`config.mk`:
```
export PLATFORM = sky130hd
export DESIGN_NAME = plru_victim_alloc_flat
export DESIGN_NICKNAME = d
export VERILOG_FILES = /design/src/rtl/plru_victim_alloc_if.sv /design/src/rtl/plru_victim_alloc.sv /design/src/flat_wrapper.sv
export SDC_FILE = /design/constraint.sdc
export NUM_CORES = 1
export LEC_CHECK = 0
export CORE_ASPECT_RATIO = 0.8
export CORE_MARGIN = 4
export CORE_UTILIZATION = 44
export DETAILED_ROUTE_END_ITERATION = 10
export PLACE_DENSITY_LB_ADDON = 0.12
export SLEW_MARGIN = 20
export SYNTH_ARGS = -nofsm -noshare
export SYNTH_HDL_FRONTEND = slang
export SYNTH_SLANG_ARGS = --single-unit
```
`constraint.sdc`:
```
create_clock -name clk_i -period 2.5 [get_ports clk_i]
set_input_delay 0.5 -clock clk_i [delete_from_list [all_inputs] [get_ports clk_i]]
set_output_delay 0.5 -clock clk_i [all_outputs]
set_load 0.02 [all_outputs]
```
`src/rtl/plru_victim_alloc_if.sv`:
```
// Bundle of the victim-allocation handshake, lookup-hit, refill and PLRU-tree signals.
// The slave modport is the allocator; the master modport is the surrounding TLB/cache logic.
interface plru_victim_alloc_if #(
    parameter int ENTRIES = 16
);
    localparam int IdxW = $clog2(ENTRIES);

    logic                flush_i;
    logic                lookup_hit_i;
    logic [ENTRIES-1:0]  lookup_hit_oh_i;
    logic                alloc_req_i;
    logic                alloc_gnt_o;
    logic [IdxW-1:0]     alloc_idx_o;
    logic [ENTRIES-1:0]  alloc_oh_o;
    logic                fill_valid_i;
    logic                fill_abort_i;
    logic                fill_ready_o;
    logic                busy_o;
    logic [ENTRIES-1:0]  valid_o;
    logic [ENTRIES-1:0]  plru_i;
    logic [ENTRIES-1:0]  used_o;

    modport master (
        output flush_i, lookup_hit_i, lookup_hit_oh_i, alloc_req_i,
               fill_valid_i, fill_abort_i, plru_i,
        input  alloc_gnt_o, alloc_idx_o, alloc_oh_o, fill_ready_o,
               busy_o, valid_o, used_o
    );

    modport slave (
        input  flush_i, lookup_hit_i, lookup_hit_oh_i, alloc_req_i,
               fill_valid_i, fill_abort_i, plru_i,
        output alloc_gnt_o, alloc_idx_o, alloc_oh_o, fill_ready_o,
               busy_o, valid_o, used_o
    );
endinterface

```
`src/rtl/plru_victim_alloc.sv`:
```
// Picks a refill victim (first invalid entry, else the PLRU choice), tracks the refill,
// and produces the one-hot recency update consumed by the PLRU tree.
module plru_victim_alloc #(
    parameter int ENTRIES = 16
) (
    input  logic                 clk_i,
    input  logic                 rst_ni,
    plru_victim_alloc_if.slave   bus
);
    localparam int IdxW = $clog2(ENTRIES);

    typedef enum logic {
        IDLE,
        FILL
    } state_e;

    state_e              state_q;
    logic [ENTRIES-1:0]  valid_q;
    logic [ENTRIES-1:0]  oh_q;
    logic [IdxW-1:0]     idx_q;
    logic                gnt_q;

    logic [IdxW-1:0]     victim_idx;
    logic [ENTRIES-1:0]  victim_oh;
    logic                any_invalid;
    logic                fill_done;

    // Downward scans leave the lowest matching index; a zero PLRU vector falls back to entry 0.
    always_comb begin
        victim_idx  = '0;
        any_invalid = 1'b0;
        for (int i = ENTRIES - 1; i >= 0; i--) begin
            if (!valid_q[i]) begin
                victim_idx  = IdxW'(i);
                any_invalid = 1'b1;
            end
        end
        if (!any_invalid) begin
            for (int i = ENTRIES - 1; i >= 0; i--) begin
                if (bus.plru_i[i]) begin
                    victim_idx = IdxW'(i);
                end
            end
        end
    end

    assign victim_oh = {{(ENTRIES-1){1'b0}}, 1'b1} << victim_idx;
    assign fill_done = (state_q == FILL) && bus.fill_valid_i && !bus.flush_i;

    always_comb begin
        bus.used_o = '0;
        if (bus.flush_i) begin
            bus.used_o = '0;
        end else if (fill_done) begin
            bus.used_o = oh_q;
        end else if (bus.lookup_hit_i) begin
            bus.used_o = bus.lookup_hit_oh_i & valid_q;
        end
    end

    assign bus.alloc_gnt_o  = gnt_q;
    assign bus.alloc_idx_o  = idx_q;
    assign bus.alloc_oh_o   = oh_q;
    assign bus.busy_o       = (state_q == FILL);
    assign bus.fill_ready_o = (state_q == FILL);
    assign bus.valid_o      = valid_q;

    always_ff @(posedge clk_i or negedge rst_ni) begin
        if (!rst_ni) begin
            state_q <= IDLE;
            valid_q <= '0;
            oh_q    <= '0;
            idx_q   <= '0;
            gnt_q   <= 1'b0;
        end else if (bus.flush_i) begin
            state_q <= IDLE;
            valid_q <= '0;
            gnt_q   <= 1'b0;
        end else begin
            gnt_q <= 1'b0;
            case (state_q)
                IDLE: begin
                    if (bus.alloc_req_i) begin
                        idx_q   <= victim_idx;
                        oh_q    <= victim_oh;
                        valid_q <= valid_q & ~victim_oh;
                        gnt_q   <= 1'b1;
                        state_q <= FILL;
                    end
                end
                FILL: begin
                    if (bus.fill_valid_i) begin
                        valid_q <= valid_q | oh_q;
                        state_q <= IDLE;
                    end else if (bus.fill_abort_i) begin
                        state_q <= IDLE;
                    end
                end
                default: state_q <= IDLE;
            endcase
        end
    end
endmodule

```
`src/flat_wrapper.sv`:
```
// flat-port wrapper written by rule: the top's interface ports become plain ports
module plru_victim_alloc_flat 
#(
    parameter int ENTRIES = 16
)
  (clk_i, rst_ni, bus_flush_i, bus_lookup_hit_i, bus_lookup_hit_oh_i, bus_alloc_req_i, bus_fill_valid_i, bus_fill_abort_i, bus_plru_i, bus_alloc_gnt_o, bus_alloc_idx_o, bus_alloc_oh_o, bus_fill_ready_o, bus_busy_o, bus_valid_o, bus_used_o);
  plru_victim_alloc_if #(.ENTRIES(ENTRIES)) bus_i ();
  input  logic clk_i;
  input  logic rst_ni;
  input wire logic [$bits(bus_i.flush_i)-1:0] bus_flush_i;
  input wire logic [$bits(bus_i.lookup_hit_i)-1:0] bus_lookup_hit_i;
  input wire logic [$bits(bus_i.lookup_hit_oh_i)-1:0] bus_lookup_hit_oh_i;
  input wire logic [$bits(bus_i.alloc_req_i)-1:0] bus_alloc_req_i;
  input wire logic [$bits(bus_i.fill_valid_i)-1:0] bus_fill_valid_i;
  input wire logic [$bits(bus_i.fill_abort_i)-1:0] bus_fill_abort_i;
  input wire logic [$bits(bus_i.plru_i)-1:0] bus_plru_i;
  output wire logic [$bits(bus_i.alloc_gnt_o)-1:0] bus_alloc_gnt_o;
  output wire logic [$bits(bus_i.alloc_idx_o)-1:0] bus_alloc_idx_o;
  output wire logic [$bits(bus_i.alloc_oh_o)-1:0] bus_alloc_oh_o;
  output wire logic [$bits(bus_i.fill_ready_o)-1:0] bus_fill_ready_o;
  output wire logic [$bits(bus_i.busy_o)-1:0] bus_busy_o;
  output wire logic [$bits(bus_i.valid_o)-1:0] bus_valid_o;
  output wire logic [$bits(bus_i.used_o)-1:0] bus_used_o;
  assign bus_i.flush_i = bus_flush_i;
  assign bus_i.lookup_hit_i = bus_lookup_hit_i;
  assign bus_i.lookup_hit_oh_i = bus_lookup_hit_oh_i;
  assign bus_i.alloc_req_i = bus_alloc_req_i;
  assign bus_i.fill_valid_i = bus_fill_valid_i;
  assign bus_i.fill_abort_i = bus_fill_abort_i;
  assign bus_i.plru_i = bus_plru_i;
  assign bus_alloc_gnt_o = bus_i.alloc_gnt_o;
  assign bus_alloc_idx_o = bus_i.alloc_idx_o;
  assign bus_alloc_oh_o = bus_i.alloc_oh_o;
  assign bus_fill_ready_o = bus_i.fill_ready_o;
  assign bus_busy_o = bus_i.busy_o;
  assign bus_valid_o = bus_i.valid_o;
  assign bus_used_o = bus_i.used_o;
  plru_victim_alloc #(.ENTRIES(ENTRIES)) u_core (.clk_i(clk_i), .rst_ni(rst_ni), .bus(bus_i));
endmodule
```
======== Yosys cells after proc, flatten, opt, wreduce, memory -nomap -nowiden ========
Cells that the tools add are included.
word-level totals
  bits in registers ....................... 38
  word-level logic and storage cells ...... 82
cells by class
  equality and inequality tests ........... 2
  shifts and indexed selects .............. 1
  multiplexer cells ....................... 63
  bitwise logic cells ..................... 6
  reductions and logical operators ........ 5
operators by type and width
  operator              count
  $mux 4                33
  $mux 16               6
  $and 16x16->16        2
  $pmux 16 s2           1
  $mux 1                22
  $not 16->16           1
  $or 16x16->16         1
  $shl 1x4->16 const A  1
  $ne 3x3->1 const B    2
  $reduce_and 3->1      1
  $logic_and 1x1->1     2
  $not 1->1             2
  $pmux 1 s2            1
  $reduce_and 2->1      1
  $logic_not 1->1       1

======== Longest topological paths before layout ========
Gate-level depths: netlist (run 1).
  word-level depth ........................ 39
  mapped depth ............................ 7

======== Least setup slack after synthesis (run 1) ========
Ideal clock, no wire load.
  path kind ............................... register to output
  from .................................... reg u_core.state_q, in the netlist u_core.bus.busy_o
  to ...................................... out bus_used_o[8]
  arrival time ............................ 1.807 ns
  slack ................................... 0.193 ns
  stages on the path, launching flop included .. 8
  path through ............................ dfrtp_1 > and2_1 > clkbuf_1 > nor2b_1 > clkbuf_1 > clkbuf_1 > a32oi_1 > nor2_1
on the way
  cells in the longest elaborated chain, start to end .. 4
ends and longest elaborated chain
  what                             line                     RTL
  start: declaration               plru_victim_alloc.sv:17  state_e state_q;
  start signal: assignment         plru_victim_alloc.sv:70  state_q <= IDLE;
  start signal: assignment         plru_victim_alloc.sv:76  state_q <= IDLE;
  start signal: assignment         plru_victim_alloc.sv:88  state_q <= FILL;
  $logic_and 1x1->1 (2 in series)  plru_victim_alloc.sv:48  assign fill_done = (state_q == FILL) && bus.fill_valid_i && !bus.flush_i;
  $mux 16                          plru_victim_alloc.sv:54  end else if (fill_done) begin
  $mux 16                          plru_victim_alloc.sv:52  if (bus.flush_i) begin
  end: declaration                 flat_wrapper.sv:23       output wire logic [$bits(bus_i.used_o)-1:0] bus_used_o;
Every way passes these cells.

======== Worst setup path after layout (run 1) ========
  from .................................... in bus_plru_i[11]
  to ...................................... reg u_core.valid_q[4], in the netlist u_core.bus.valid_o[4]
on the way
  cells in the longest elaborated chain, start to end .. 19
ends and longest elaborated chain
  what                    line                     RTL
  start: declaration      flat_wrapper.sv:16       input wire logic [$bits(bus_i.plru_i)-1:0] bus_plru_i;
  $mux 4 (12 in series)   plru_victim_alloc.sv:40  if (bus.plru_i[i]) begin
  $mux 4                  plru_victim_alloc.sv:38  if (!any_invalid) begin
  $shl 1x4->16            plru_victim_alloc.sv:47  assign victim_oh = {{(ENTRIES-1){1'b0}}, 1'b1} << victim_idx;
  $not 16->16             plru_victim_alloc.sv:86  valid_q <= valid_q & ~victim_oh;
  $and 16x16->16          plru_victim_alloc.sv:86
  $mux 16                 plru_victim_alloc.sv:83  if (bus.alloc_req_i) begin
  $pmux 16 s2             plru_victim_alloc.sv:81  case (state_q)
  $mux 16                 plru_victim_alloc.sv:75  end else if (bus.flush_i) begin
  end signal: assignment  plru_victim_alloc.sv:86
  end signal: assignment  plru_victim_alloc.sv:93  valid_q <= valid_q | oh_q;
  end: declaration        plru_victim_alloc.sv:18  logic [ENTRIES-1:0] valid_q;
Every way passes these cells. The select of a mux whose other input is x is not followed.
A chain may end at the register's enable or synchronous reset.

==> results of run 1 <==
layer usage:
layer | GRT usage [%] | vias to the layer above
met5 | 0 | -
met4 | 6.282 | 0
met3 | 4.853 | 10
met2 | 37.63 | 118
met1 | 35.90 | 1271
li1 | - | 1266
path summary, 6_finish.rpt:
path,startpoint,to,cells after the start
min,u_core.bus.alloc_idx_o[1],u_core.bus.alloc_idx_o[1],2
max in group asynchronous,rst_ni,u_core.bus.valid_o[9],2
max reg2reg,u_core.bus.valid_o[10],u_core.bus.valid_o[3],6
min in group asynchronous,rst_ni,u_core.bus.alloc_idx_o[0],2
min reg2reg,u_core.bus.alloc_idx_o[1],u_core.bus.alloc_idx_o[1],2
max,bus_plru_i[11],u_core.bus.valid_o[4],7
flip-flops by register name, indices dropped and copies added, names as in the netlist:
register / cells
u_core.bus.alloc_gnt_o: 1
u_core.bus.alloc_idx_o: 4
u_core.bus.alloc_oh_o: 16
u_core.bus.busy_o: 1
u_core.bus.valid_o: 16
synthesized netlist by cell type, types with 2 or more instances:
cell and instances:
or2_2 6, nand2b_1 5, nor2_2 2, o221ai_1 2, o21ai_1 12, a21oi_1 22, dfrtp_1 38, a211oi_1 2
a211oi_2 2, nor2_1 28, nor4_1 2, or4_1 3, inv_1 3, a311oi_1 7, a311oi_2 5, clkbuf_1 12
and2_1 4, o21ai_0 9, a32oi_1 16, nand2_1 52, nor3_1 2, a31oi_1 5, nor2b_1 5, and3_1 2
nand4_2 3, o31ai_1 2
critical path, delay by kind of cell:
| kind | cells | cell delay, ns |
|---|---|---|
| compound gates | 3 | 0.55 |
| buf+inv | 1 | 0.44 |
| simple gates | 3 | 1.00 |
layout make-up:
cell class                      instances  area share (%)
Timing Repair Buffer                  124           30.44
Clock inverter                          2          0.3475
Tap cell                               62           2.154
Multi-Input combinational cell        219           37.94
Sequential cell                        38           26.41
Inverter                                4          0.4170
Clock buffer                            6           2.293
cell families after synthesis:
family / count (synthesis) / synth area share [%]
flops: 38 / 39.65
simple gates: 126 / 27.44
buf+inv: 20 / 3.390
compound gates: 93 / 29.53
per-stage QoR:
stage / hold slack, ns / setup TNS [ns] / power [mW] / worst slack (ns) / instance area [µm²]
global route: 0.5412 / 0 / 1.316 / 0.03238 / 3601
detailed placement: 0.4613 / -5.853 / 0.8386 / -0.2614 / 3586
floorplan: 0.2044 / 0 / 0.7024 / 0.1927 / 2399
CTS: 0.4894 / 0 / 1.270 / 0.01041 / 3662
finish: 0.4903 / 0 / 1.264 / 0.1492 / 3601
global placement: 0.4605 / -5.057 / 0.8368 / -0.2442 / 3586
power by group through the flow:
stage / clock network (mW) / logic (mW) / registers [mW]
6_report: 0.438 / 0.202 / 0.624
2_1_floorplan: 0 / 0.0605 / 0.642
5_1_grt: 0.474 / 0.218 / 0.624
3_5_place_dp: 0 / 0.203 / 0.636
4_1_cts: 0.443 / 0.204 / 0.623
3_3_place_gp: 0 / 0.202 / 0.635
timing repair:
action | in CTS | in global routing
gates resized for setup | 17 | 31
setup endpoints to repair | 16 | 16
endpoints found under the hold margin | 0 | 0
pin swaps | 0 | 0
==> impl_metrics.json, run 1 <==
{
  "status": "finished clean",
  "ys_top_cells_by_area": "dfrtp_1 40%, nand2_1 8.1%, a32oi_1 5.8%",
  "start_kind": "primary input",
  "cts_tree": "built",
  "final_max_slew_viol_count": 0,
  "combPwrFrac_pct": 16.0,
  "wl_met2_mm": 3.562,
  "hp-class": "reg2reg",
  "layout_common_cells": "77 x clkdlybuf4s50_1, 52 x nand2_1, 38 x dfrtp_1",
  "yosysSeqAreaShare_pct": 39.65,
  "max_clock_freq_mhz": 425.4,
  "dieHeight_um": 74.04,
  "antenna_left": 0,
  "fin_crit_sh_pct": 94.03,
  "ys_warn_count": 0,
  "synth_top_area_share_pct": 39.65,
  "htreeDepth": 2,
  "synthArstFlopShare_pct": 100.0,
  "cts_setup_buffers": 0,
  "p_leak_nw": 1.444,
  "cp.required_ns": 2.66,
  "cp_max_fo": 4,
  "place.detailed.hpwl_mm": 6.319,
  "cp_cell_sequence": "clkdlybuf4s50_1 > or4_1 > o2111ai_1 > a211oi_2 > or2_4 > nor2_4 > a311oi_2",
  "syn_inst": 277,
  "cts_made_buffers": 5,
  "met3_length_um": 690,
  "drt_iter0_markers": 256,
  "overflow": 0,
  "yosysTopAreaCell": "dfrtp_1",
  "synth_nets": 316,
  "synth.avg_cell_area_um2": 8.659,
  "vias": 2665,
  "drive_gt1_share_pct": 21.63,
  "relSlewSlack_pct": 65.25,
  "seqPwrFrac_pct": 49.3,
  "dieArea_um2": 6704,
  "synth.distinct_cells": 52,
  "grt_usage_pct": 24.55,
  "clock_skew_ns": 0.008244,
  "ios": 94,
  "p_sw_mw": 0.3187,
  "max-cap-violations": 0,
  "rrSetupSlack_ns": 0.35,
  "tightest_slew_ns": 0.5177,
  "grt_pass1_wl_mm": 13.08,
  "clk_latency_ns": 0.29,
  "final_cells": 455,
  "fin_crit_ns": 2.351,
  "netSwitchingFraction_pct": 25.21,
  "criticalPathCategory": "in2reg",
  "synthFlopType": "dfrtp_1",
  "critPathCaptureType": "flop",
  "power_density_nw_per_um2": 351.0,
  "clock_power_share_pct": 34.7,
  "gp_congestion": 0.8974,
  "numPortBuffers": 93,
  "antenna_found_initial": 0,
  "path_clk_slew_ns": 0.08,
  "drc": 0,
  "synth-seq-cells": 38,
  "wl_per_cell_um": 17.56,
  "core_area_um2": 5151,
  "cts-root-buf": "clkbuf_8",
  "cts_buffer_depth": 2,
  "fill_cells": 428,
  "final_common_cell": "clkdlybuf4s50_1",
  "grt_pass1_vias": 2529,
  "final_nets": 431,
  "hold_buffers": 0,
  "max-vdd-ir-drop_mv": 0.2371,
  "critPathArrivalTime_ns": 2.51,
  "area_growth_pct": 50.13,
  "wl_met1_mm": 3.627,
  "diodes": 0,
  "top_layer": "met4",
  "final-hold-violation-count": 0,
  "drt-total-wl_mm": 7.988,
  "p_int_mw": 0.9453,
  "rows": 23,
  "clock-sinks": 38,
  "initial_utilization_pct": 46.56,
  "die_w_um": 90.55,
  "syn-cell-area_um2": 2399,
  "final_util_pct": 69.91,
  "synth-edff-count": 0,
  "cpPeakStageDelay_ns": 0.57,
  "drt_pre_antenna_iters": 4,
  "grt_max_degree": 39,
  "routed_via_density": 5.857,
  "dpl.cell_count": 447,
  "register_area_um2": 950.9,
  "multi_input_area_um2": 1366,
  "setup_violations": 0,
  "critPathSlowestCell": "or4_1",
  "rsz0062_at_grt": "no"
}
Note: power is estimated with default switching activity, not from simulation.
==> run 2, diff against run 1 <==
- ABC_CLOCK_PERIOD_IN_PS: unset -> 2500
- CORE_UTILIZATION: 44 -> 45
- CTS_BUF_LIST: unset -> sky130_fd_sc_hd__clkbuf_8
- HOLD_SLACK_MARGIN: unset -> 0.08
==> run 2 against run 1 <==
Effect of this change:
- critical path depth increased by 1
- non-clock buffer count rose by 5
- design area up 1.8%
- via count is 2.9% higher
- die area is 2.0% lower
- count of clock-buffer cells in the layout decreased by 1
- sequential power is essentially flat
- highest routed layer unchanged
- power is 4.9% higher
- utilization increased by 2.0 points
==> impl_metrics.json, run 2 (synthesis results as in run 1) <==
{
  "dieArea_um2": 6570,
  "hold_path_depth": 1,
  "cts-root-buf": "clkbuf_8",
  "clock-sinks": 38,
  "overflow": 0,
  "cp_max_fo": 12,
  "dieHeight_um": 73.30,
  "ios": 94,
  "grt_pass1_wl_mm": 12.82,
  "final_max_slew_viol_count": 0,
  "path_clk_slew_ns": 0.07,
  "p_leak_nw": 1.481,
  "max-cap-violations": 0,
  "routed_via_density": 5.961,
  "drc": 0,
  "cp-startpoint": "bus_fill_valid_i",
  "criticalPathCategory": "in2out",
  "reg2reg_to": "u_core.bus.alloc_oh_o[13]",
  "core_area_um2": 5094,
  "tightest_slew_ns": 0.5223,
  "register_area_um2": 950.9,
  "initial_utilization_pct": 47.09,
  "max-vdd-ir-drop_mv": 0.3274,
  "numPortBuffers": 93,
  "cpPeakStageDelay_ns": 0.41,
  "drive_gt1_share_pct": 21.86,
  "rrSetupSlack_ns": 0.34,
  "critPathCaptureType": "output port",
  "final-hold-violation-count": 0,
  "cp_cell_sequence": "clkdlybuf4s50_1 > and2_1 > nor2b_1 > buf_6 > buf_4 > a32oi_1 > nor2_1 > clkbuf_2",
  "clk_latency_ns": 0.29,
  "rows": 23,
  "hold_buffers": 0,
  "area_growth_pct": 52.79,
  "fin_area_um2": 3665,
  "relSlewSlack_pct": 64.95,
  "layout_common_cells": "77 x clkdlybuf4s50_1, 52 x nand2_1, 38 x dfrtp_1",
  "cts_made_buffers": 5,
  "final_nets": 436,
  "r2r_cells": 7,
  "fill_cells": 395,
  "wl_per_cell_um": 17.85,
  "fin_ws_ns": 0.05768,
  "rsz0062_at_grt": "no",
  "cp.required_ns": 2.00,
  "grt_pass1_vias": 2564,
  "setup_tns_ns": 0,
  "antenna_left": 0,
  "grt_max_degree": 39,
  "min_from": "u_core.bus.alloc_idx_o[3]",
  "htreeDepth": 2,
  "fin_crit_sh_pct": 97.69,
  "final_common_cell": "clkdlybuf4s50_1",
  "drt_pre_antenna_iters": 5,
  "r2r_start": "u_core.bus.valid_o[7]",
  "die_w_um": 89.63,
  "clock_skew_ns": 0.006306,
  "crit_end": "bus_used_o[2]",
  "antenna_found_initial": 0,
  "dp_slack_ns": -0.2906,
  "power_density_nw_per_um2": 362.0,
  "hp-class": "reg2reg",
  "start_kind": "primary input",
  "cts_tree": "built",
  "critPathSlowestCell": "clkdlybuf4s50_1",
  "grt_usage_pct": 25.41,
  "drt-total-wl_mm": 8.213,
  "gp_congestion": 0.9566,
  "max_clock_freq_mhz": 409.4,
  "multi_input_area_um2": 1366,
  "cts_buffer_depth": 2,
  "totalPowerFinal_mw": 1.327,
  "setup_violations": 0,
  "vias": 2742,
  "drt_iter0_markers": 298,
  "status": "finished clean",
  "fin_crit_ns": 2.442,
  "critPathArrivalTime_ns": 1.94,
  "dpl_cell_area_um2": 3601,
  "diodes": 0,
  "place.detailed.hpwl_mm": 6.420
}
run 2: cell types whose count changed in the layout (fill, tap and decap cells not counted):
| cell | change |
|---|---|
| clkbuf_8 | -1 |
| inv_1 | +2 |
| buf_4 | +4 |
| clkinvlp_4 | -1 |
| clkbuf_2 | -2 |
| clkdlybuf4s15_1 | +1 |
| clkdlybuf4s15_2 | +1 |
| buf_6 | +1 |
| clkinv_2 | -1 |
| bufinv_16 | +1 |
run 2: worst max-delay path: cells and delay by family:
kind / cells / cell delay, ns
simple gates: 3 / 0.43
buf+inv: 4 / 0.90
compound gates: 1 / 0.10
run 2: power breakdown:
part | internal [mW] | total [mW] | switching [mW] | leakage (nW)
Clock | 0.290 | 0.492 | 0.202 | 0.0607
Sequential | 0.619 | 0.624 | 0.00498 | 0.527
Combinational | 0.111 | 0.210 | 0.0992 | 0.893
Total | 1.02 | 1.33 | 0.306 | 1.48
run 2: repair_timing:
item                                    4_1_cts  5_1_grt
endpoints found under the setup margin       16       16
resized for setup                            21       27
setup buffers                                 0        3
run 2: final cells by class:
cell class              instances  share of cell area, %
repair buffers                129                  31.34
clock inverters                 3                  1.024
multi-input cells             219                  37.28
clock buffers                   5                  1.878
flip-flops and latches         38                  25.95
well taps                      62                  2.117
inverters                       4                 0.4097
run 2: worst min-delay path by stage:
stage	endpoint	slack, ns
2_1_floorplan	u_core.bus.alloc_gnt_o	0.20
3_3_place_gp	u_core.bus.alloc_idx_o[3]	0.46
3_5_place_dp	u_core.bus.alloc_idx_o[1]	0.47
4_1_cts	u_core.bus.alloc_idx_o[1]	0.49
5_1_grt	u_core.bus.alloc_idx_o[0]	0.54
6_report	u_core.bus.alloc_idx_o[3]	0.50
run 2: metal layers:
layer	GRT usage, %	part of all wire (%)	vias up
li1	-	-	1275
met1	38.12	45	1319
met2	37.66	45	139
met3	5.157	8.2	9
met4	5.950	0.83	0
met5	0	0	-
run 2: metrics by stage:
step           utilization, %  std cells  hold slack, ns
3_3_place_gp            70.70        449          0.4620
3_5_place_dp            70.70        449          0.4706
2_1_floorplan               -        277          0.2044
5_1_grt                 71.95        460          0.5363
4_1_cts                 72.51        457          0.4913
6_report                71.95        460          0.4958
==> run 3, diff against run 2 <==
- ABC_CLOCK_PERIOD_IN_PS: 2500 -> unset
- CELL_PAD_IN_SITES_DETAIL_PLACEMENT: unset -> 1
- CELL_PAD_IN_SITES_GLOBAL_PLACEMENT: unset -> 1
- CORE_UTILIZATION: 45 -> 33
==> run 3 against run 2 <==
Effect of this change:
- utilization down 18 points
- non-clock buffer count up 4
- sequential power about the same
- critical endpoint is now bus_used_o[4]
- via count down 0.22%
- clock skew up 0.0023 ns
- clock power down 11%
- combinational power up 6%
- die area up 33%
- wire length up 20%
- power down 3.4%
- global-route usage down 2.7 points
- first-iteration DRC count down 50%
- largest power group unchanged
==> impl_metrics.json, run 3 (synthesis results as in run 1) <==
{
  "criticalPathCategory": "in2out",
  "fin_area_um2": 3744,
  "htreeDepth": 2,
  "cts_made_buffers": 5,
  "tightest_slew_ns": 0.6024,
  "clock_skew_ns": 0.008623,
  "cts_buffer_depth": 2,
  "dpl_cell_area_um2": 3670,
  "final_nets": 440,
  "gp_congestion": 0.8716,
  "area_growth_pct": 56.08,
  "drt-total-wl_mm": 9.888,
  "setup_violations": 0,
  "final_common_cell": "clkdlybuf4s50_1",
  "totalPowerFinal_mw": 1.282,
  "diodes": 0,
  "grt_pass1_wl_mm": 15.50,
  "p_leak_nw": 1.508,
  "clk_latency_ns": 0.29,
  "grt_pass1_vias": 2849,
  "vias": 2736,
  "drive_gt1_share_pct": 23.88,
  "overflow": 0,
  "status": "finished clean",
  "power_density_nw_per_um2": 342.4,
  "hold_path_depth": 2,
  "antenna_found_initial": 0,
  "ios": 94,
  "cp_max_fo": 8,
  "relSlewSlack_pct": 59.57,
  "drt_iter0_markers": 148,
  "r2r_cells": 7,
  "fin_crit_sh_pct": 98.01,
  "rsz0062_at_grt": "no",
  "wl_met1_mm": 4.329,
  "core_area_um2": 6959,
  "setup_tns_ns": 0,
  "final-hold-violation-count": 0,
  "final_max_slew_viol_count": 0,
  "max-cap-violations": 0,
  "cts-root-buf": "clkbuf_8",
  "rows": 27,
  "hold_buffers": 0,
  "dieHeight_um": 84.26,
  "hp-class": "reg2reg",
  "cp.required_ns": 2.00,
  "wl_met2_mm": 4.885,
  "drt_pre_antenna_iters": 4,
  "fin_crit_ns": 2.450,
  "grt_max_degree": 39,
  "die_w_um": 103.3,
  "start_kind": "primary input",
  "max-vdd-ir-drop_mv": 0.2643,
  "routed_via_density": 5.595,
  "rrSetupSlack_ns": 0.27,
  "antenna_left": 0,
  "place.detailed.hpwl_mm": 7.698,
  "layout_common_cells": "77 x clkdlybuf4s50_1, 52 x nand2_1, 38 x dfrtp_1",
  "met3_length_um": 614,
  "critPathCaptureType": "output port",
  "dieArea_um2": 8705,
  "initial_utilization_pct": 34.47,
  "drc": 0,
  "path_clk_slew_ns": 0.07,
  "max_clock_freq_mhz": 408.1,
  "wl_per_cell_um": 20.22,
  "grt_usage_pct": 22.67,
  "critPathArrivalTime_ns": 1.95,
  "top_layer": "met4",
  "clock-sinks": 38,
  "numPortBuffers": 93,
  "cts_tree": "built",
  "hold_slack_ns": 0.4972,
  "fill_cells": 836
}
## run 3: cell types whose count changed in the layout (fill, tap and decap cells not counted), moves of 2 or more
| cell | before | now |
|---|---|---|
| buf_2 | 0 | 5 |
| buf_4 | 34 | 37 |
| buf_6 | 1 | 3 |
| clkbuf_2 | 14 | 7 |
| clkdlybuf4s15_2 | 1 | 3 |
## run 3: worst paths after layout
path	from	endpoint
setup / recovery	bus_fill_valid_i	bus_used_o[4]
min in group asynchronous	rst_ni	u_core.bus.alloc_idx_o[0]
hold reg to reg	u_core.bus.alloc_idx_o[0]	u_core.bus.alloc_idx_o[0]
max in group asynchronous	rst_ni	u_core.bus.busy_o
hold / removal	u_core.bus.alloc_idx_o[0]	u_core.bus.alloc_idx_o[0]
setup reg to reg	u_core.bus.valid_o[5]	u_core.bus.valid_o[15]
## run 3: worst max-delay path: stages
cell and delay [ns]:
clkdlybuf4s50_1 0.44, and2_4 0.19, nor2b_4 0.15, buf_6 0.16, a32oi_1 0.11, nor2_1 0.12
clkdlybuf4s15_2 0.27
## run 3: layout make-up
type / count / area (µm²) / share of cell area, %
clock buffer: 6 / 82.58 / 2.206
clock inverter: 2 / 8.758 / 0.2340
inverter: 4 / 15.01 / 0.4011
multi-input combinational: 219 / 1381 / 36.90
sequential: 38 / 950.9 / 25.40
tap: 87 / 108.9 / 2.908
timing repair buffer: 133 / 1196 / 31.95
## run 3: power breakdown
part | internal, mW | switching (mW) | leakage [nW]
sequential | 0.619 | 0.00478 | 0.527
clock | 0.218 | 0.218 | 0.0524
combinational | 0.112 | 0.110 | 0.929
## run 3: layer usage
layer  GRT usage [%]  vias up
met4           3.647        0
met1           32.02     1371
met5               0        -
met3           4.402        7
li1                -     1276
met2           36.52       82
## run 3: what timing repair did
item	in CTS	in global routing
gates resized for setup	42	23
endpoints found under the setup margin	16	21
pin swaps	0	2
buffers inserted	0	1
cloned	0	1
## run 3: through the flow
stage          util (%)  setup WS (ns)  std cells
2_1_floorplan         -         0.1927        277
3_3_place_gp      52.73        -0.3012        479
3_5_place_dp      52.73        -0.3546        479
4_1_cts           54.15      0.0007285        487
5_1_grt           53.79       0.009044        489
6_report          53.79        0.04964        489
